**src/rtl/gemm_pkg.sv**
```systemverilog
`default_nettype none
// +--------------------------------------------------------------------------+
// | Module   : gemm_pkg                                                      |
// | Purpose  : Shared types and constants for the GEMM core sequencer.       |
// |            Holds the kernel FSM state enum, the read-address widths and  |
// |            the default loop dimensions.                                  |
// | Contents : core_state_e, SRC_AW, PRM_AW, K_N_DEF, OG_N_DEF, LAT_DEF      |
// | Revision : 1.0  initial release                                          |
// +--------------------------------------------------------------------------+
package gemm_pkg;

   typedef enum logic [2:0] {
      IDLE  = 3'd0,
      WAIT  = 3'd1,
      INIT  = 3'd2,
      EXEC  = 3'd3,
      DRAIN = 3'd4,
      FIN   = 3'd5
   } core_state_e;

   localparam int SRC_AW   = 5;
   localparam int PRM_AW   = 3;

   localparam int K_N_DEF  = 8;
   localparam int OG_N_DEF = 4;
   localparam int LAT_DEF  = 2;

endpackage
`default_nettype wire

```
**src/rtl/core_ctrl_if.sv**
```systemverilog
`default_nettype none
// +--------------------------------------------------------------------------+
// | Module   : core_ctrl_if                                                  |
// | Purpose  : Handshake and read-address bundle between the kernel         |
// |            sequencer and its neighbours (batch controller, MAC array,    |
// |            output controller).                                           |
// | Ports    : master = sequencer side (drives k_init/exec/src_ra/prm_ra/    |
// |            k_fin/s_fin/busy/ovr, samples run/s_init/out_busy);           |
// |            slave  = environment side (the mirror image).                 |
// | Revision : 1.0  initial release                                          |
// +--------------------------------------------------------------------------+
interface core_ctrl_if;
   import gemm_pkg::*;

   logic              run;
   logic              s_init;
   logic              out_busy;
   logic              k_init;
   logic              exec;
   logic [SRC_AW-1:0] src_ra;
   logic [PRM_AW-1:0] prm_ra;
   logic              k_fin;
   logic              s_fin;
   logic              busy;
   logic              ovr;

   modport master (
      input  run, s_init, out_busy,
      output k_init, exec, src_ra, prm_ra, k_fin, s_fin, busy, ovr
   );

   modport slave (
      output run, s_init, out_busy,
      input  k_init, exec, src_ra, prm_ra, k_fin, s_fin, busy, ovr
   );

endinterface
`default_nettype wire

```
**src/rtl/core_ctrl_loop1.sv**
```systemverilog
`default_nettype none
// +--------------------------------------------------------------------------+
// | Module   : loop1                                                         |
// | Purpose  : Single loop-index counter. Loads INI on clr_i, advances by    |
// |            one on en_i and wraps back to INI after reaching FIN.         |
// | Ports    : clk, reset (async, active-high), clr_i, en_i,                 |
// |            cnt_o (current index), fin_o (index equals FIN)               |
// | Revision : 1.0  initial release                                          |
// +--------------------------------------------------------------------------+
module loop1 #(
   parameter int W   = 3,
   parameter int INI = 0,
   parameter int FIN = 7
)(
   input  logic         clk,
   input  logic         reset,
   input  logic         clr_i,
   input  logic         en_i,
   output logic [W-1:0] cnt_o,
   output logic         fin_o
);

   logic [W-1:0] cnt_q;
   logic [W-1:0] cnt_d;

   assign fin_o = (cnt_q == W'(FIN));
   assign cnt_o = cnt_q;

   always_comb begin
      cnt_d = cnt_q;
      if (clr_i) begin
         cnt_d = W'(INI);
      end else if (en_i) begin
         cnt_d = fin_o ? W'(INI) : cnt_q + W'(1);
      end
   end

   always_ff @(posedge clk or posedge reset) begin
      if (reset) begin
         cnt_q <= W'(INI);
      end else begin
         cnt_q <= cnt_d;
      end
   end

endmodule
`default_nettype wire

```
**src/rtl/core_ctrl.sv**
```systemverilog
`default_nettype none
// +--------------------------------------------------------------------------+
// | Module   : core_ctrl                                                     |
// | Purpose  : Kernel sequencer for the GEMM core. After the source buffer   |
// |            fills (s_init) it runs the MAC loop for each output group,    |
// |            issuing source/parameter read addresses, hands each group to  |
// |            the output controller with k_fin and flags batch completion   |
// |            with s_fin once the output side is idle.                      |
// | Ports    : clk, reset (async, active-high), bus (core_ctrl_if.master)    |
// | Config   : CORE_CTRL_OVR_DETECT_EN - when defined, ovr latches an        |
// |            s_init that arrives mid-batch; otherwise ovr is tied low.     |
// | Revision : 1.0  initial release                                          |
// +--------------------------------------------------------------------------+
module core_ctrl
   import gemm_pkg::*;
#(
   parameter int K_N  = K_N_DEF,
   parameter int OG_N = OG_N_DEF,
   parameter int LAT  = LAT_DEF
)(
   input  logic        clk,
   input  logic        reset,
   core_ctrl_if.master bus
);

   localparam int KW = (K_N  > 1) ? $clog2(K_N)  : 1;
   localparam int OW = (OG_N > 1) ? $clog2(OG_N) : 1;
   localparam int DW = (LAT  > 1) ? $clog2(LAT)  : 1;

   generate
      if ((OG_N * K_N > (1 << SRC_AW)) || (K_N < 2) || (OG_N < 2) || (LAT < 1)) begin : g_cfg_err
         $error("core_ctrl: unsupported K_N/OG_N/LAT combination");
      end
   endgenerate

   core_state_e   state_q, state_d;
   logic          last_q,  last_d;
   logic [DW-1:0] dc_q,    dc_d;
   logic          s_fin_q, s_fin_d;

   logic          k_clr, k_en, k_last;
   logic          og_clr, og_en, og_last;
   logic [KW-1:0] k_q;
   logic [OW-1:0] og_q;

   loop1 #(.W(KW), .INI(0), .FIN(K_N - 1)) u_k_loop (
      .clk   (clk),
      .reset (reset),
      .clr_i (k_clr),
      .en_i  (k_en),
      .cnt_o (k_q),
      .fin_o (k_last)
   );

   loop1 #(.W(OW), .INI(0), .FIN(OG_N - 1)) u_og_loop (
      .clk   (clk),
      .reset (reset),
      .clr_i (og_clr),
      .en_i  (og_en),
      .cnt_o (og_q),
      .fin_o (og_last)
   );

   always_comb begin
      state_d = state_q;
      last_d  = last_q;
      dc_d    = dc_q;
      s_fin_d = 1'b0;
      k_clr   = 1'b0;
      k_en    = 1'b0;
      og_clr  = 1'b0;
      og_en   = 1'b0;

      if (!bus.run) begin
         // Abort beats everything, including an s_init in the same cycle.
         state_d = IDLE;
         last_d  = 1'b0;
         dc_d    = '0;
         k_clr   = 1'b1;
         og_clr  = 1'b1;
      end else begin
         case (state_q)
            IDLE: begin
               if (bus.s_init) begin
                  state_d = WAIT;
                  last_d  = 1'b0;
                  og_clr  = 1'b1;
               end
            end
            WAIT: begin
               // Holding here until the output side is idle keeps k_init
               // from clearing accumulators that are still being drained.
               if (!bus.out_busy) begin
                  if (last_q) begin
                     state_d = IDLE;
                     last_d  = 1'b0;
                     s_fin_d = 1'b1;
                  end else begin
                     state_d = INIT;
                  end
               end
            end
            INIT: begin
               state_d = EXEC;
               k_clr   = 1'b1;
            end
            EXEC: begin
               k_en = 1'b1;
               if (k_last) begin
                  state_d = DRAIN;
                  dc_d    = DW'(LAT - 1);
               end
            end
            DRAIN: begin
               if (dc_q == '0) begin
                  state_d = FIN;
               end else begin
                  dc_d = dc_q - DW'(1);
               end
            end
            FIN: begin
               state_d = WAIT;
               if (og_last) begin
                  last_d = 1'b1;
               end else begin
                  og_en = 1'b1;
               end
            end
            default: begin
               state_d = IDLE;
            end
         endcase
      end
   end

   always_ff @(posedge clk or posedge reset) begin
      if (reset) begin
         state_q <= IDLE;
         last_q  <= 1'b0;
         dc_q    <= '0;
         s_fin_q <= 1'b0;
      end else begin
         state_q <= state_d;
         last_q  <= last_d;
         dc_q    <= dc_d;
         s_fin_q <= s_fin_d;
      end
   end

   // Outputs are decoded from registered state and counters only.
   always_comb begin
      bus.k_init = (state_q == INIT);
      bus.exec   = (state_q == EXEC);
      bus.k_fin  = (state_q == FIN);
      bus.busy   = (state_q != IDLE);
      bus.s_fin  = s_fin_q;
      bus.src_ra = '0;
      bus.prm_ra = '0;
      if (state_q == EXEC) begin
         bus.src_ra = SRC_AW'(int'(og_q) * K_N + int'(k_q));
         bus.prm_ra = PRM_AW'(k_q);
      end
   end

`ifdef CORE_CTRL_OVR_DETECT_EN
   logic ovr_q, ovr_d;

   always_comb begin
      ovr_d = ovr_q;
      if (!bus.run) begin
         ovr_d = 1'b0;
      end else if (bus.s_init && (state_q != IDLE)) begin
         ovr_d = 1'b1;
      end
   end

   always_ff @(posedge clk or posedge reset) begin
      if (reset) begin
         ovr_q <= 1'b0;
      end else begin
         ovr_q <= ovr_d;
      end
   end

   assign bus.ovr = ovr_q;
`else
   assign bus.ovr = 1'b0;
`endif

endmodule
`default_nettype wire
```
**src/flat_wrapper.sv**
```systemverilog
// flat-port wrapper written by rule: the top's interface ports become plain ports
module core_ctrl_flat import gemm_pkg::*;
#(
   parameter int K_N  = K_N_DEF,
   parameter int OG_N = OG_N_DEF,
   parameter int LAT  = LAT_DEF
)
  (clk, reset, bus_run, bus_s_init, bus_out_busy, bus_k_init, bus_exec, bus_src_ra, bus_prm_ra, bus_k_fin, bus_s_fin, bus_busy, bus_ovr);
  core_ctrl_if bus_i ();
  input  logic clk;
  input  logic reset;
  input wire logic [$bits(bus_i.run)-1:0] bus_run;
  input wire logic [$bits(bus_i.s_init)-1:0] bus_s_init;
  input wire logic [$bits(bus_i.out_busy)-1:0] bus_out_busy;
  output wire logic [$bits(bus_i.k_init)-1:0] bus_k_init;
  output wire logic [$bits(bus_i.exec)-1:0] bus_exec;
  output wire logic [$bits(bus_i.src_ra)-1:0] bus_src_ra;
  output wire logic [$bits(bus_i.prm_ra)-1:0] bus_prm_ra;
  output wire logic [$bits(bus_i.k_fin)-1:0] bus_k_fin;
  output wire logic [$bits(bus_i.s_fin)-1:0] bus_s_fin;
  output wire logic [$bits(bus_i.busy)-1:0] bus_busy;
  output wire logic [$bits(bus_i.ovr)-1:0] bus_ovr;
  assign bus_i.run = bus_run;
  assign bus_i.s_init = bus_s_init;
  assign bus_i.out_busy = bus_out_busy;
  assign bus_k_init = bus_i.k_init;
  assign bus_exec = bus_i.exec;
  assign bus_src_ra = bus_i.src_ra;
  assign bus_prm_ra = bus_i.prm_ra;
  assign bus_k_fin = bus_i.k_fin;
  assign bus_s_fin = bus_i.s_fin;
  assign bus_busy = bus_i.busy;
  assign bus_ovr = bus_i.ovr;
  core_ctrl #(.K_N(K_N), .OG_N(OG_N), .LAT(LAT)) u_core (.clk(clk), .reset(reset), .bus(bus_i));
endmodule
```
**config.mk**
```make
export PLATFORM = sky130hd
export DESIGN_NAME = core_ctrl_flat
export DESIGN_NICKNAME = d
export VERILOG_FILES = /design/src/rtl/gemm_pkg.sv /design/src/rtl/core_ctrl_if.sv /design/src/rtl/core_ctrl_loop1.sv /design/src/rtl/core_ctrl.sv /design/src/flat_wrapper.sv
export SDC_FILE = /design/constraint.sdc
export NUM_CORES = 1
export LEC_CHECK = 0
export BUFFER_PORTS_ARGS = -buffer_cell sky130_fd_sc_hd__clkbuf_2
export CAP_MARGIN = 20
export CORE_MARGIN = 3
export CORE_UTILIZATION = 50
export CTS_CLUSTER_SIZE = 10
export DETAILED_ROUTE_END_ITERATION = 16
export GPL_TIMING_DRIVEN = 0
export PLACE_DENSITY = 0.76
export SLEW_MARGIN = 20
export SYNTH_ARGS = -nofsm -noshare
export SYNTH_HDL_FRONTEND = slang
export SYNTH_SLANG_ARGS = --single-unit
```
**constraint.sdc**
```tcl
create_clock -name clk -period 1.5 [get_ports clk]
set_input_delay 0.075 -clock clk [delete_from_list [all_inputs] [get_ports clk]]
set_output_delay 0.075 -clock clk [all_outputs]
set_load 0.01 [all_outputs]
```
Word level (Yosys, flattened, before mapping):

Cells that the tools add are included.

* register bits: 11
* latch bits: 0
* memory bits (writable): 0
* ROM bits: 0
* input bits: 5
* output and inout port bits: 14
* word-level logic and storage cells: 69
* memories: 0

* add/sub/neg operators: 4
* multipliers: 0
* div/mod/pow operators: 0
* order comparisons: 0
* equality and inequality tests: 14
* shift-type cells: 0
* mux-type cells: 38
* bitwise gates (word level): 0
* reductions and logical operators: 7

Operators with widths (count)
* 2-to-1 mux 3 bit: 9
* 2-to-1 mux 1 bit: 21
* one-hot mux 3 bit (6 select lines): 1
* equality test 3 bit, second input constant: 3
* != test 3 bit, second input constant: 3
* 2-to-1 mux 2 bit: 4
* AND reduction 4 bit: 2
* equality test 3 x 2 -> 1 bit, second input constant: 2
* != test 3 x 2 -> 1 bit, second input constant: 2
* adder 5 x 3 -> 5 bit: 1
* 2-to-1 mux 5 bit: 1
* != test 4 x 1 -> 1 bit, second input constant: 1
* nonzero test 2 bit: 2
* adder 3 x 1 -> 3 bit, second input constant: 1
* equality test 3 x 1 -> 1 bit, second input constant: 1
* logical NOT 3 bit: 1
* != test 3 x 1 -> 1 bit, second input constant: 1
* one-hot mux 1 bit (3 select lines): 1
* nonzero test 3 bit: 1
* adder 2 x 1 -> 2 bit, second input constant: 1
* equality test 2 bit, second input constant: 1
* one-hot mux 1 bit (2 select lines): 1
* AND reduction 2 bit: 1
* subtractor 1 bit, second input constant: 1

Longest topological paths before layout:

* depth in word-level cells: 6
* depth in mapped cells: 5
* gate-level depth less buffers: 5

Hierarchy:

A second synthesis with hierarchy kept.

* cell total of the unflattened synthesis: 79
* area, all modules: 772.0 um2

By module, submodules not included
* core_ctrl: times used 1, cells each 57, area each 513.0 um2, sequential area each 150.1 um2
* loop1 (u_core.u_k_loop): times used 1, cells each 13, area each 155.1 um2, sequential area each 75.1 um2
* loop1 (u_core.u_og_loop): times used 1, cells each 9, area each 103.8 um2, sequential area each 50.0 um2

Worst setup path before layout:

OpenSTA, ideal clock, no wires.

* kind: reg-to-reg
* start point: register u_core.u_og_loop.cnt_q[0] (netlist: u_core.u_og_loop.cnt_o[0])
* end point: register u_core.u_og_loop.cnt_q[1] (netlist: u_core.u_og_loop.cnt_o[1])
* setup time: 0.120 ns
* arrival time: 1.112 ns
* required time: 1.380 ns
* setup slack: 0.268 ns
* cell stages (with the launch flop): 5
* path buffers: 0
* clock period less this slack: 1.232 ns
* cell sequence: dfrtp_1 -> ha_1 -> and4bb_2 -> mux2i_1 -> nor2_1

* longest elaborated chain between the ends: 5
* elaborated cells between the ends (all ways): 9
* those cells by class: add/sub: 1; eq/ne: 1; mux: 6; reduce/logical: 1

RTL lines
* start, declared: line core_ctrl_loop1.sv:23 `logic [W-1:0] cnt_q;`
* start signal, assigned: line core_ctrl_loop1.sv:40 `cnt_q <= W'(INI);`
* start signal, assigned: line core_ctrl_loop1.sv:42 `cnt_q <= cnt_d;`
* equality test 2 bit: line core_ctrl_loop1.sv:26 `assign fin_o = (cnt_q == W'(FIN));`
* 2-to-1 mux 1 bit: line core_ctrl.sv:123 `if (og_last) begin`
* 2-to-1 mux 1 bit: line core_ctrl.sv:82 `case (state_q)`
* 2-to-1 mux 1 bit: line core_ctrl.sv:74 `if (!bus.run) begin`
* nonzero test 2 bit (no line)

Parallel ways exist; a longest one is shown, timed or not. The select of a mux whose other input is x is not followed.
A chain may end at the register's enable or synchronous reset.

Final worst setup path:

* start point: register u_core.state_q[2]
* end point: output bus_busy

* longest elaborated chain between the ends: 1

RTL lines
* start, declared: line core_ctrl.sv:36 `core_state_e state_q, state_d;`
* start signal, assigned: line core_ctrl.sv:143 `state_q <= state_d;`
* nonzero test 3 bit: line core_ctrl.sv:155 `bus.busy = (state_q != IDLE);`
* end, declared: line flat_wrapper.sv:21 `output wire logic [$bits(bus_i.busy)-1:0] bus_busy;`

Every way passes these cells.

==> metrics <==
area of the core=0.00122 mm2; first-pass GRT wire length=2440 um; switching share of power=0.299; Clk pin slew, worst setup/hold paths=0.08 ns; proportion of power drawn by flip-flops and latches=0.472; number of max-cap violations=0; global route hottest layer=met2; timing startpoint of the critical path=u_core.state_q[2]; final-layout setup total negative slack=0 ns; Setup Viol. Count Final=0; most used standard cell by instance count after synthesis=dfrtp_1; share of Yosys cell area claimed by the top area cell type=0.386; total leakage power=0.461 nW; Synth-to-Final Area Change=24.0%; number of max-slew violations in the final report=0; share of flip-flops with an asynchronous set or reset=1.00; number of port buffers=17; r2r setup slk=0.19 ns; clock root buffer master=clkbuf_4; number of buffers on the longest clock path=2; GR Layer Usage met3=0.0249; Hold Crit Class=in -> reg; CP max FO=10; maximum ir drop on the vdd rail=0.511 mV; Pwr per Cell Area=750 mW/mm2; number of H-tree branching levels=1; total of flip-flops plus latches after synthesis=11; number of enable flip-flop cells after synthesis=0; post-route DRC violation count=0; proportion of power drawn by combinational gates=0.202; yosys synthesis warning count=0; Post-Synthesis Mean Instance Area=9.03 um2; met2 Track Usage GR=0.262; run status=completed; number of routed nets with antenna violations=0; antenna diode instance count=0; Tot GR Track Use=0.174; Storage cell area=277 um2; Clk network pwr share=0.326; via count=647; Worst Skew=0.000624 ns; leading area contributor after synthesis=dfrtp_1; Final period util=0.963; DPL Wire Length=1090 um; met1 Track Usage GR=0.232; chip height=43.8 um; number of global-route vias before repair=556; startpoint-to-endpoint class of the critical path=reg -> out; count of different cell masters after synthesis=30; Post-Synthesis Cells=79; unrepaired setup endpoints after global routing=no; Num Clock Sinks=11; number of iterations in the first detailed-routing pass=4; fmax=693 MHz; area of the multi-input gates=374 um2; Worst Reg-to-Reg Cells=5; P_sw=0.198 mW; Crit path required time=1.42 ns; post-route total power=0.663 mW; number of DRC violations after detailed-routing iteration 0=15; placer's final routability congestion estimate=0.754; largest cells by area after synthesis=dfrtp_1 (39%), and3_1 (5.3%), buf_4 (5.3%); Initial Util=0.586; terminus of the critical flop-to-flop path=u_core.state_q[0]; global-route congestion overflow total=0; critical register-to-register path startpoint=u_core.u_k_loop.cnt_o[0]; proportion of layout cells with a drive suffix above 1=0.359; Seq/Total Area, Yosys=0.386; num ports=19; Fin. Hold Viols=0; Fillers=92; most instantiated cells after synthesis=dfrtp_1 (11), nor2_1 (8), and3_1 (6), nand2_1 (6); maximum number of pins on one net before global-route repair=12; sort of element at the start of the critical path=register; wire length reported by the detailed router=1630 um; final net count=112; clock tree from TritonCTS=built; clock latency of the later-clocked register in the worst-skew pair=0.28 ns; Critical Path Sink Type=primary output; Core Rows=12; Worst Path Arrival=1.37 ns; Setup crit end=bus_busy; Synth Cell Area=713 um2; cell-internal power=0.465 mW; area of the die=0.00192 mm2; DR vias/cell=5.53; die width=43.8 um; Most used DFF post-synth=dfrtp_1; initial antenna violation count=0; average wire per cell in the routed design=14.0 um; number of buffers created by CTS=3; time the worst path needs with I/O delays and setup=1.44 ns; number of nets in the synthesized netlist=87
==> cells by family after synthesis <==
| kind of cell | synth area share |
|---|---|
| and+or+nand+nor | 0.279 |
| other | 0.00526 |
| DFF | 0.386 |
| adders and majority gates | 0.0526 |
| buffers and inverters | 0.116 |
| muxes | 0.0140 |
| xor gates and xnor gates | 0.0123 |
| AOI/OAI and AO/OA | 0.135 |
==> critical path, cell delays in order, from the launching register on <==
cell and delay (ns):
dfrtp_1 0.41, buf_6 0.15, or3_4 0.39, clkbuf_2 0.14
==> layer usage <==
layer | vias to the layer above | share of wire
met1 | 294 | 0.47
met4 | 0 | 0.024
met5 | - | 0
met2 | 26 | 0.45
met3 | 5 | 0.051
li1 | 322 | -
==> cell type report <==
class / instances / area share
multi-input cells: 56 / 0.423
flip-flops and latches: 11 / 0.313
repair buffers: 20 / 0.124
plain buffers: 8 / 0.0736
clock buffers: 4 / 0.0297
well taps: 14 / 0.0198
inverters: 4 / 0.0170
==> power by group through the flow <==
stage	logic [mW]	registers (mW)	clock network, mW
3_3_place_gp	0.120	0.317	0
5_1_grt	0.147	0.314	0.240
4_1_cts	0.124	0.311	0.223
6_report	0.134	0.313	0.216
3_5_place_dp	0.121	0.318	0
2_1_floorplan	0.0894	0.314	0
==> placed cells by master (no fill, tap or decap), types with 3 or more instances in the layout <==
master / n
a21oi_1: 5
and3_1: 4
buf_4: 7
clkbuf_2: 18
clkbuf_4: 3
dfrtp_1: 10
ha_1: 3
inv_1: 4
nand2_1: 6
nand2b_1: 4
nand3_1: 3
nor2_1: 8
==> sequential cells by signal, summed over array words and instances (netlist names) <==
register	count
u_core.last_q	1
u_core.u_k_loop.cnt_o	3
u_core.state_q	3
u_core.bus.s_fin	1
u_core.u_og_loop.cnt_o	2
u_core.dc_q	1
==> what timing repair did <==
| item | in CTS | in global routing |
|---|---|---|
| hold buffers | 1 | 0 |
| gates resized for setup | 2 | 3 |
| hold endpoints to repair | 11 | 0 |
| buffers inserted | 0 | 2 |
| cloned | 0 | 1 |
| endpoints found under the setup margin | 9 | 3 |
| pin swaps | 0 | 0 |
==> stage by stage <==
step	cells	instance area, um2	util	setup WS (ns)	hold WS, ns
after CTS	114	851	0.700	0.0241	0.0182
after global placement	110	816	0.671	0.189	0.0611
after global routing	117	885	0.727	0.00493	0.0230
final	117	885	0.727	0.0561	0.0242
after detailed placement	110	816	0.671	0.166	0.0694
after floorplan	79	713	-	0.268	-0.0726
==> how the worst min path moves through the flow <==
stage	start	to	slack, ns	depth (start not counted)
2_1_floorplan	reset	u_core.bus.s_fin	-0.07	1
3_5_place_dp	reset	u_core.u_k_loop.cnt_o[1]	0.07	2
5_1_grt	bus_out_busy	u_core.bus.s_fin	0.02	2
4_1_cts	bus_out_busy	u_core.bus.s_fin	0.02	2
3_3_place_gp	reset	u_core.u_k_loop.cnt_o[1]	0.06	2
6_report	bus_out_busy	u_core.bus.s_fin	0.02	2
No activity file was read; power rests on OpenSTA's default activity.
